## src/rtl/fsk_demod_window.sv

```systemverilog
// -----------------------------------------------------------------------------
// fsk_demod_window
//
// Window-counting FSK demodulator. Rising edges of the (asynchronous) FSK line
// are counted over fixed windows of WINDOW sysclk cycles. Each completed
// window is sliced into a mark (1) or space (0) bit. Windows with too few
// edges count towards a carrier-loss timeout. The first window is aligned to
// the first edge seen while enabled.
//
// Optional build macro: FSK_DEMOD_DEGLITCH_EN
//   Defined   : a 3-sample majority filter sits between the synchroniser and
//               the edge detector, rejecting 1-cycle high pulses (edge latency
//               grows by one cycle).
//   Undefined : the edge detector works on the plain synchronised line.
//
// Parameters
//   CNT_W        width of the edge counter and edge_count
//   WINDOW       window length in sysclk cycles (>= 2)
//   MARK_MIN     edges per window at or above which the bit is 1
//   SPACE_MIN    edges per window at or above which (below MARK_MIN) bit is 0
//                (1 <= SPACE_MIN <= MARK_MIN <= 2^CNT_W-1)
//   LOSS_WINDOWS consecutive sub-SPACE_MIN windows before carrier is lost (>= 1)
//
// Ports
//   sysclk       in   system clock, all logic on the rising edge
//   rst_n        in   asynchronous active-low reset
//   enable       in   synchronous soft enable
//   signal_in    in   raw FSK line, asynchronous to sysclk
//   signal_out   out  demodulated bit, idles at 1 (mark)
//   bit_valid    out  one-cycle strobe when signal_out takes a window decision
//   carrier_det  out  carrier present
//   edge_count   out  edge total of the last completed window
// -----------------------------------------------------------------------------
module fsk_demod_window #(
    parameter int CNT_W        = 10,
    parameter int WINDOW       = 16,
    parameter int MARK_MIN     = 6,
    parameter int SPACE_MIN    = 1,
    parameter int LOSS_WINDOWS = 2
) (
    input  logic             sysclk,
    input  logic             rst_n,
    input  logic             enable,
    input  logic             signal_in,
    output logic             signal_out,
    output logic             bit_valid,
    output logic             carrier_det,
    output logic [CNT_W-1:0] edge_count
);

    localparam int WIN_W  = $clog2(WINDOW);
    localparam int LOSS_W = $clog2(LOSS_WINDOWS + 1);

    localparam logic [WIN_W-1:0]  WIN_LAST  = WIN_W'(WINDOW - 1);
    localparam logic [CNT_W-1:0]  CNT_MAX   = {CNT_W{1'b1}};
    localparam logic [CNT_W-1:0]  MARK_TH   = CNT_W'(MARK_MIN);
    localparam logic [CNT_W-1:0]  SPACE_TH  = CNT_W'(SPACE_MIN);
    localparam logic [LOSS_W-1:0] LOSS_LAST = LOSS_W'(LOSS_WINDOWS);

    localparam logic [0:0] ST_IDLE = 1'b0;
    localparam logic [0:0] ST_RUN  = 1'b1;

    // -------------------------------------------------------------------------
    // Input path: two-flop synchroniser followed by a delay stage for the
    // edge detector.
    // -------------------------------------------------------------------------
    logic sync_meta;
    logic sync;
    logic sync_d;
    logic rise;

    always_ff @(posedge sysclk or negedge rst_n) begin
        if (!rst_n) begin
            sync_meta <= 1'b0;
            sync      <= 1'b0;
            sync_d    <= 1'b0;
        end else begin
            sync_meta <= signal_in;
            sync      <= sync_meta;
            sync_d    <= sync;
        end
    end

`ifdef FSK_DEMOD_DEGLITCH_EN
    // Majority of three consecutive samples: an isolated single-cycle high
    // never wins the vote, while a steady level passes one cycle later.
    logic sync_d2;
    logic filt;
    logic filt_d;

    assign filt = (sync & sync_d) | (sync & sync_d2) | (sync_d & sync_d2);

    always_ff @(posedge sysclk or negedge rst_n) begin
        if (!rst_n) begin
            sync_d2 <= 1'b0;
            filt_d  <= 1'b0;
        end else begin
            sync_d2 <= sync_d;
            filt_d  <= filt;
        end
    end

    assign rise = filt & ~filt_d;
`else
    assign rise = sync & ~sync_d;
`endif

    // -------------------------------------------------------------------------
    // Window state
    // -------------------------------------------------------------------------
    logic [0:0]        state;
    logic [WIN_W-1:0]  win_cnt;
    logic [CNT_W-1:0]  edge_cnt;
    logic [LOSS_W-1:0] loss_cnt;

    logic [CNT_W-1:0]  edge_inc;   // edge_cnt + 1, saturating
    logic [CNT_W-1:0]  total;      // window total including a closing-cycle rise
    logic              win_close;
    logic              is_mark;
    logic              is_space;
    logic [LOSS_W-1:0] loss_next;
    logic              loss_hit;

    assign edge_inc  = (edge_cnt == CNT_MAX) ? CNT_MAX : edge_cnt + CNT_W'(1);
    assign total     = rise ? edge_inc : edge_cnt;
    assign win_close = (state == ST_RUN) && (win_cnt == WIN_LAST);

    // Slicer: mark has priority; space only when below the mark threshold.
    assign is_mark   = (total >= MARK_TH);
    assign is_space  = !is_mark && (total >= SPACE_TH);

    assign loss_next = loss_cnt + LOSS_W'(1);
    assign loss_hit  = (loss_next == LOSS_LAST);

    always_ff @(posedge sysclk or negedge rst_n) begin
        if (!rst_n) begin
            state       <= ST_IDLE;
            win_cnt     <= '0;
            edge_cnt    <= '0;
            loss_cnt    <= '0;
            signal_out  <= 1'b1;
            bit_valid   <= 1'b0;
            carrier_det <= 1'b0;
            edge_count  <= '0;
        end else begin
            bit_valid <= 1'b0;

            if (!enable) begin
                // Soft disable overrides everything, including a window that
                // would close this cycle. edge_count keeps its last value.
                state       <= ST_IDLE;
                win_cnt     <= '0;
                edge_cnt    <= '0;
                loss_cnt    <= '0;
                carrier_det <= 1'b0;
                signal_out  <= 1'b1;
            end else if (state == ST_IDLE) begin
                if (rise) begin
                    // The cycle carrying the first edge is cycle 0 of the
                    // window, and that edge is already counted.
                    state    <= ST_RUN;
                    win_cnt  <= WIN_W'(1);
                    edge_cnt <= CNT_W'(1);
                end else begin
                    win_cnt  <= '0;
                    edge_cnt <= '0;
                end
            end else if (win_close) begin
                edge_count <= total;
                win_cnt    <= '0;
                edge_cnt   <= '0;

                if (is_mark) begin
                    signal_out  <= 1'b1;
                    bit_valid   <= 1'b1;
                    carrier_det <= 1'b1;
                    loss_cnt    <= '0;
                end else if (is_space) begin
                    signal_out  <= 1'b0;
                    bit_valid   <= 1'b1;
                    carrier_det <= 1'b1;
                    loss_cnt    <= '0;
                end else if (loss_hit) begin
                    // Carrier gone: fall back to idle mark and wait for the
                    // next edge to realign the window.
                    carrier_det <= 1'b0;
                    signal_out  <= 1'b1;
                    loss_cnt    <= '0;
                    state       <= ST_IDLE;
                end else begin
                    loss_cnt <= loss_next;
                end
            end else begin
                win_cnt <= win_cnt + WIN_W'(1);
                if (rise) begin
                    edge_cnt <= edge_inc;
                end
            end
        end
    end

endmodule

```

## config.mk

```make
export PLATFORM = sky130hd
export DESIGN_NAME = fsk_demod_window
export DESIGN_NICKNAME = d
export VERILOG_FILES = /design/src/rtl/fsk_demod_window.sv
export SDC_FILE = /design/constraint.sdc
export NUM_CORES = 1
export LEC_CHECK = 0
export CORE_AREA = 2 2 56 58
export CTS_CLUSTER_SIZE = 8
export DETAILED_ROUTE_END_ITERATION = 10
export DIE_AREA = 0 0 58 60
export GPL_ROUTABILITY_DRIVEN = 0
export HOLD_SLACK_MARGIN = 0.03
export PLACE_DENSITY = 0.82
export SYNTH_ARGS = -nofsm -noshare
export SYNTH_HDL_FRONTEND = slang
export SYNTH_SLANG_ARGS = --single-unit
export TNS_END_PERCENT = 5
```

## constraint.sdc

```tcl
create_clock -name sysclk -period 6.4 [get_ports sysclk]
set_input_delay 1.28 -clock sysclk [delete_from_list [all_inputs] [get_ports sysclk]]
set_output_delay 1.28 -clock sysclk [all_outputs]
set_load 0.03 [all_outputs]
```

==> results.cfg, run 1 <==
[cts]
htree_levels = 2
insertion_delay_ps = 330
clock_sinks = 33
cts_tree = built
numCtsBuffers = 5
cts_root_buf = clkbuf_4
clkSlewWorstSetupHoldPaths_ps = 100
cts_hold_buf = 0
cts_post_setup_buffers_inserted = 0
max-clock-path-buffers = 2
cts_resized = 0

[sta]
tightest_slew_ps = 509
period_needed_ps = 2810
skew_ps = 10.5
maxSlewViolCount = 0
relSlewSlack_pct = 65.6
finalWorstSetupSlack_ps = 3590
hold_viol = 0
rsz0062_at_grt = false
tns_ps = 0
fin_crit_sh_pct = 43.9
fmax_ghz = 0.356
setup-violations-final = 0

[critical_path]
cp-end-kind = primary output
crit_path_max_incr_delay_ps = 660
critical_path.max_fanout = 2
cpLargestDelayFamily = buffers and inverters
crit_type = register to primary output
crit_start = signal_out
path_cells = clkdlybuf4s50_1
ff2ff_path_depth = 5
rr_startpoint = sync_d
crit_arrival_ps = 1530
startpoint_type = register
cp_slowest_cell = clkdlybuf4s50_1
r2r_slack_ps = 4110
r2r-end = carrier_det
path_buf_inv = 1
cp.required_ps = 5120

[finish]
finalNetCount = 193
most-common-layout-cells = dfrtp_1, nand2_1, nor2_1
antennaDiodeCount = 0
syn_to_final_growth_pct = 12.2
n_fill_cell = 215
stdcell_count = 221
drive_gt1_share_pct = 9.04
final-seq-area_um2 = 827
multi_input_area_um2 = 786
mostFrequentLayoutCell = dfrtp_1

[placement]
place_inst = 213
portBuffers = 16
hpwl_mm = 2.39
pre_cts_ws_ps = 3580

[floorplanning]
rows = 20
die_w_um = 58
io_pins = 17
initial_core_util_pct = 57.8
die-area_um2 = 3480
core-area_um2 = 2900
die_y_um = 60

[synth]
synth_top_area_share_pct = 47.7
async_reset_ff_share_pct = 100
synth.net_count = 177
synth-edff-count = 0
syn_area_um2 = 1680
synth_top_area_cell = dfrtp_1
ys_seq_area_share_pct = 49.3
synthTopCellsByArea = dfrtp_1, nand2_1, o21ai_0
synth_ff_type = dfrtp_1
syn_avg_cell_area_um2 = 9.82
ys_types = 47
ys.warnings.count = 0
synth_seq_cells = 33
synth_cells = 171

[detailed_routing]
drc = 0
ant_nets = 0
drt-initial-drc-count = 52
viasPerCell = 6.10
wl_per_cell_um = 14.7
dr.pass1.iters = 4
vias = 1349
wirelength_mm = 3.25

[hold_path]
whs_path_depth = 0
hp-class = register to register
min_to = sync
hp-start = sync_meta

[power]
switching_power_uw = 79.3
peakVddDrop_mv = 0.189
p_int_uw = 258
clockPowerShare_pct = 32.0
p_seq_share_pct = 63.2
total_power_uw = 338
combPwrFrac_pct = 4.8
sw_frac_of_total_pct = 23.5
p_leak_uw = 0.000799
power_density_nw_per_um2 = 179

[flow_run]
cap_violations = 0

[global_route]
antenna_found_initial = 0
grtUsageTotal_pct = 21.2
grt_pass1_vias = 1167
grt_pass1_wl_mm = 5.49
overflow = 0
grt_max_degree = 34

[outcome]
outcome = completed
==> metrics by stage <==
step                      cell area [um2]  hold slack (ps)  util, %
after floorplan                      1680              331        -
after global placement               1830              334     63.1
after detailed placement             1830              339     63.1
after CTS                            1880              360     64.9
after global routing                 1880              362     64.9
final                                1880              357     64.9
==> synth_stat cells, drive strengths merged (3+ instances only) <==
cell and n:
a211oi 3, a21oi 5, and3 5, buf 5
clkbuf 3, dfrtp 32, inv 3, mux2i 4
nand2 21, nand2b 5, nand3 7, nand3b 5
nor2 19, nor3 4, o21ai 15, xor2 3
==> cell type report <==
| type | count | share of cell area, % |
|---|---|---|
| clock buffer | 6 | 2.19 |
| clock inverter | 2 | 0.531 |
| inverter | 3 | 0.598 |
| multi-input combinational | 127 | 41.7 |
| sequential | 33 | 43.9 |
| tap | 33 | 2.19 |
| timing repair buffer | 17 | 8.90 |
==> routing by layer <==
metal  vias to the layer above  routed length, um  global-route usage (%)
met5                         -                  0                       0
met4                         0                 44                    8.97
met3                         4                140                    4.11
met2                        44               1520                    32.1
met1                       656               1540                    29.9
li1                        645                  -                       -
==> power by group through the flow <==
stage | registers (uW) | logic (uW) | clock network, uW
2_1_floorplan | 217 | 8.45 | 0
3_3_place_gp | 217 | 16.1 | 0
3_5_place_dp | 217 | 16.3 | 0
4_1_cts | 213 | 16.4 | 112
5_1_grt | 214 | 18.5 | 122
6_report | 213 | 16.2 | 108
==> state kept, by name, summed over array words and instances (netlist names) <==
| name | cells |
|---|---|
| carrier_det | 1 |
| win_cnt | 4 |
| sync_d | 1 |
| sync_meta | 1 |
| signal_out | 1 |
| bit_valid | 1 |
| edge_count | 10 |
| state | 1 |
| sync | 1 |
| loss_cnt | 2 |
| edge_cnt | 10 |
==> worst max path at each step <==
stage | to | cells past startpoint | slack, ps
floorplan | state | 8 | 4330
CTS | signal_out | 1 | 3580
global placement | carrier_det | 4 | 3640
detailed placement | edge_count[7] | 5 | 3580
finish | signal_out | 1 | 3590
global route | signal_out | 1 | 3560
==> logic make-up (layout without fill, tap and decap cells) <==
group                    count (synthesis)  after routing  share of synthesized area, %
buffers and inverters                   11             28                          3.95
flip-flops                              33             33                          49.3
AND/OR/NAND/NOR                         80             80                          25.2
adder cells (fa/ha/maj)                  2              2                          1.49
multiplexers                             4              4                          2.38
XOR/XNOR                                 5              5                          2.61
AO/OA/AOI/OAI                           36             36                          15.1
Note: power is estimated with default switching activity, not from simulation.
==> run 2, diff against run 1 <==
--- a/config.mk
+++ b/config.mk
@@ -5,13 +5,13 @@
 export SDC_FILE = /design/constraint.sdc
 export NUM_CORES = 1
 export LEC_CHECK = 0
-export CORE_AREA = 2 2 56 58
+export CORE_AREA = 2 2 58 60
 export CTS_CLUSTER_SIZE = 8
 export DETAILED_ROUTE_END_ITERATION = 10
-export DIE_AREA = 0 0 58 60
+export DIE_AREA = 0 0 60 62
 export GPL_ROUTABILITY_DRIVEN = 0
 export HOLD_SLACK_MARGIN = 0.03
-export PLACE_DENSITY = 0.82
+export PLACE_DENSITY = 0.77
 export SYNTH_ARGS = -nofsm -noshare
 export SYNTH_HDL_FRONTEND = slang
 export SYNTH_SLANG_ARGS = --single-unit
==> constraint.sdc (replaced) <==
create_clock -name sysclk -period 2.9 [get_ports sysclk]
set_input_delay 0.58 -clock sysclk [delete_from_list [all_inputs] [get_ports sysclk]]
set_output_delay 0.58 -clock sysclk [all_outputs]
set_load 0.03 [all_outputs]
==> results.cfg, run 2 (synthesis gave the netlist of run 1 again) <==
[outcome]
outcome = completed

[hold_path]
hp-class = register to register
hp-start = sync_meta
whs_path_depth = 0
min_to = sync

[sta]
rsz0062_at_grt = false
tightest_slew_ps = 572
fmax_ghz = 0.440
tns_ps = 0
period_needed_ps = 2270
maxSlewViolCount = 0
finalWorstSetupSlack_ps = 625
skew_ps = 9.01
fin_crit_sh_pct = 78.4
relSlewSlack_pct = 61.4
setup-violations-final = 0
hold_viol = 0

[critical_path]
cp.required_ps = 3120
startpoint_type = register
path_cells = nand3b_1 -> or4_4 -> a211oi_4 -> nand4b_2 -> o221a_1
rr_startpoint = sync_d
r2r_slack_ps = 630
r2r-end = state
cpLargestDelayFamily = simple AND/OR/NAND/NOR gates
crit_type = register to register
crit_path_max_incr_delay_ps = 630
path_buf_inv = 0
critical_path.max_fanout = 11
ff2ff_path_depth = 5
cp_slowest_cell = or4_4
crit_arrival_ps = 2490
cp-end-kind = register

[floorplanning]
die_w_um = 60
initial_core_util_pct = 52.8
core-area_um2 = 3180
rows = 21
io_pins = 17
die-area_um2 = 3720
die_y_um = 62

[finish]
postLayoutCoreUtil_pct = 60.4
top_regs = edge_cnt: 10 flops, edge_count: 10 flops, win_cnt: 4 flops
syn_to_final_growth_pct = 14.3
stdcell_count = 234
antennaDiodeCount = 0
drive_gt1_share_pct = 9.57
mostFrequentLayoutCell = dfrtp_1
finalNetCount = 193
most-common-layout-cells = dfrtp_1, nand2_1, nor2_1

[placement]
pre_cts_ws_ps = 654
portBuffers = 16
place_inst = 226
hpwl_mm = 2.49

[cts]
cts_post_setup_buffers_inserted = 0
cts_resized = 0
htree_levels = 2
numCtsBuffers = 5
cts_tree = built
clkSlewWorstSetupHoldPaths_ps = 100
cts_root_buf = clkbuf_4
insertion_delay_ps = 330
cts_hold_buf = 0
clock_sinks = 33
max-clock-path-buffers = 2

[global_route]
grt_pass1_vias = 1246
grtUsageTotal_pct = 21.5
grt_pass1_wl_mm = 5.82
antenna_found_initial = 0
grt_max_degree = 34
overflow = 0

[detailed_routing]
vias = 1352
wirelength_mm = 3.45
ant_nets = 0
drc = 0
wl_per_cell_um = 14.7
dr.pass1.iters = 6
viasPerCell = 5.78
drt-initial-drc-count = 65

[flow_run]
cap_violations = 0

[power]
p_leak_uw = 0.000809
total_power_uw = 800
peakVddDrop_mv = 0.279
power_density_nw_per_um2 = 417
-- run 2: cell count changes in the layout (fill, tap and decap cells not counted) --
cell	delta
clkbuf_8	+2
clkinv_2	-1
clkbuf_1	-1
-- run 2: worst max-delay path by stage --
stage | cells past startpoint | start | slack [ps] | end
after floorplan | 8 | edge_cnt[0] | 830 | state
after global placement | 5 | sync_d | 780 | state
after detailed placement | 5 | sync_d | 650 | state
after CTS | 5 | sync_d | 650 | state
after global routing | 5 | sync_d | 560 | state
final | 5 | sync_d | 630 | state
-- run 2: power breakdown --
part / switching (uW) / leakage [uW] / internal, uW
Sequential: 5.96 / 0.000448 / 465
Combinational: 23.9 / 0.000319 / 12.6
Clock: 152 / 0.0000413 / 140
-- run 2: layout make-up --
type                    instances  area, um2
clock buffers                   7       65.1
well taps                      46       57.6
multi-input cells             127        786
clock inverters                 1       5.00
repair buffers                 17        168
flip-flops and latches         33        827
inverters                       3       11.3
fillers                       269       1260
-- run 2: through the flow --
stage / instance area (um2) / hold WS, ps
CTS: 1920 / 377
global route: 1920 / 388
finish: 1920 / 378
global placement: 1850 / 342
floorplan: 1680 / 284
detailed placement: 1850 / 355
-- run 2: metal layers --
layer	global-route usage (%)	part of all wire, %	vias up
li1	-	-	642
met1	29.5	46	664
met2	33.4	48	36
met3	4.97	4.4	10
met4	8.25	1.8	0
met5	0	0	-
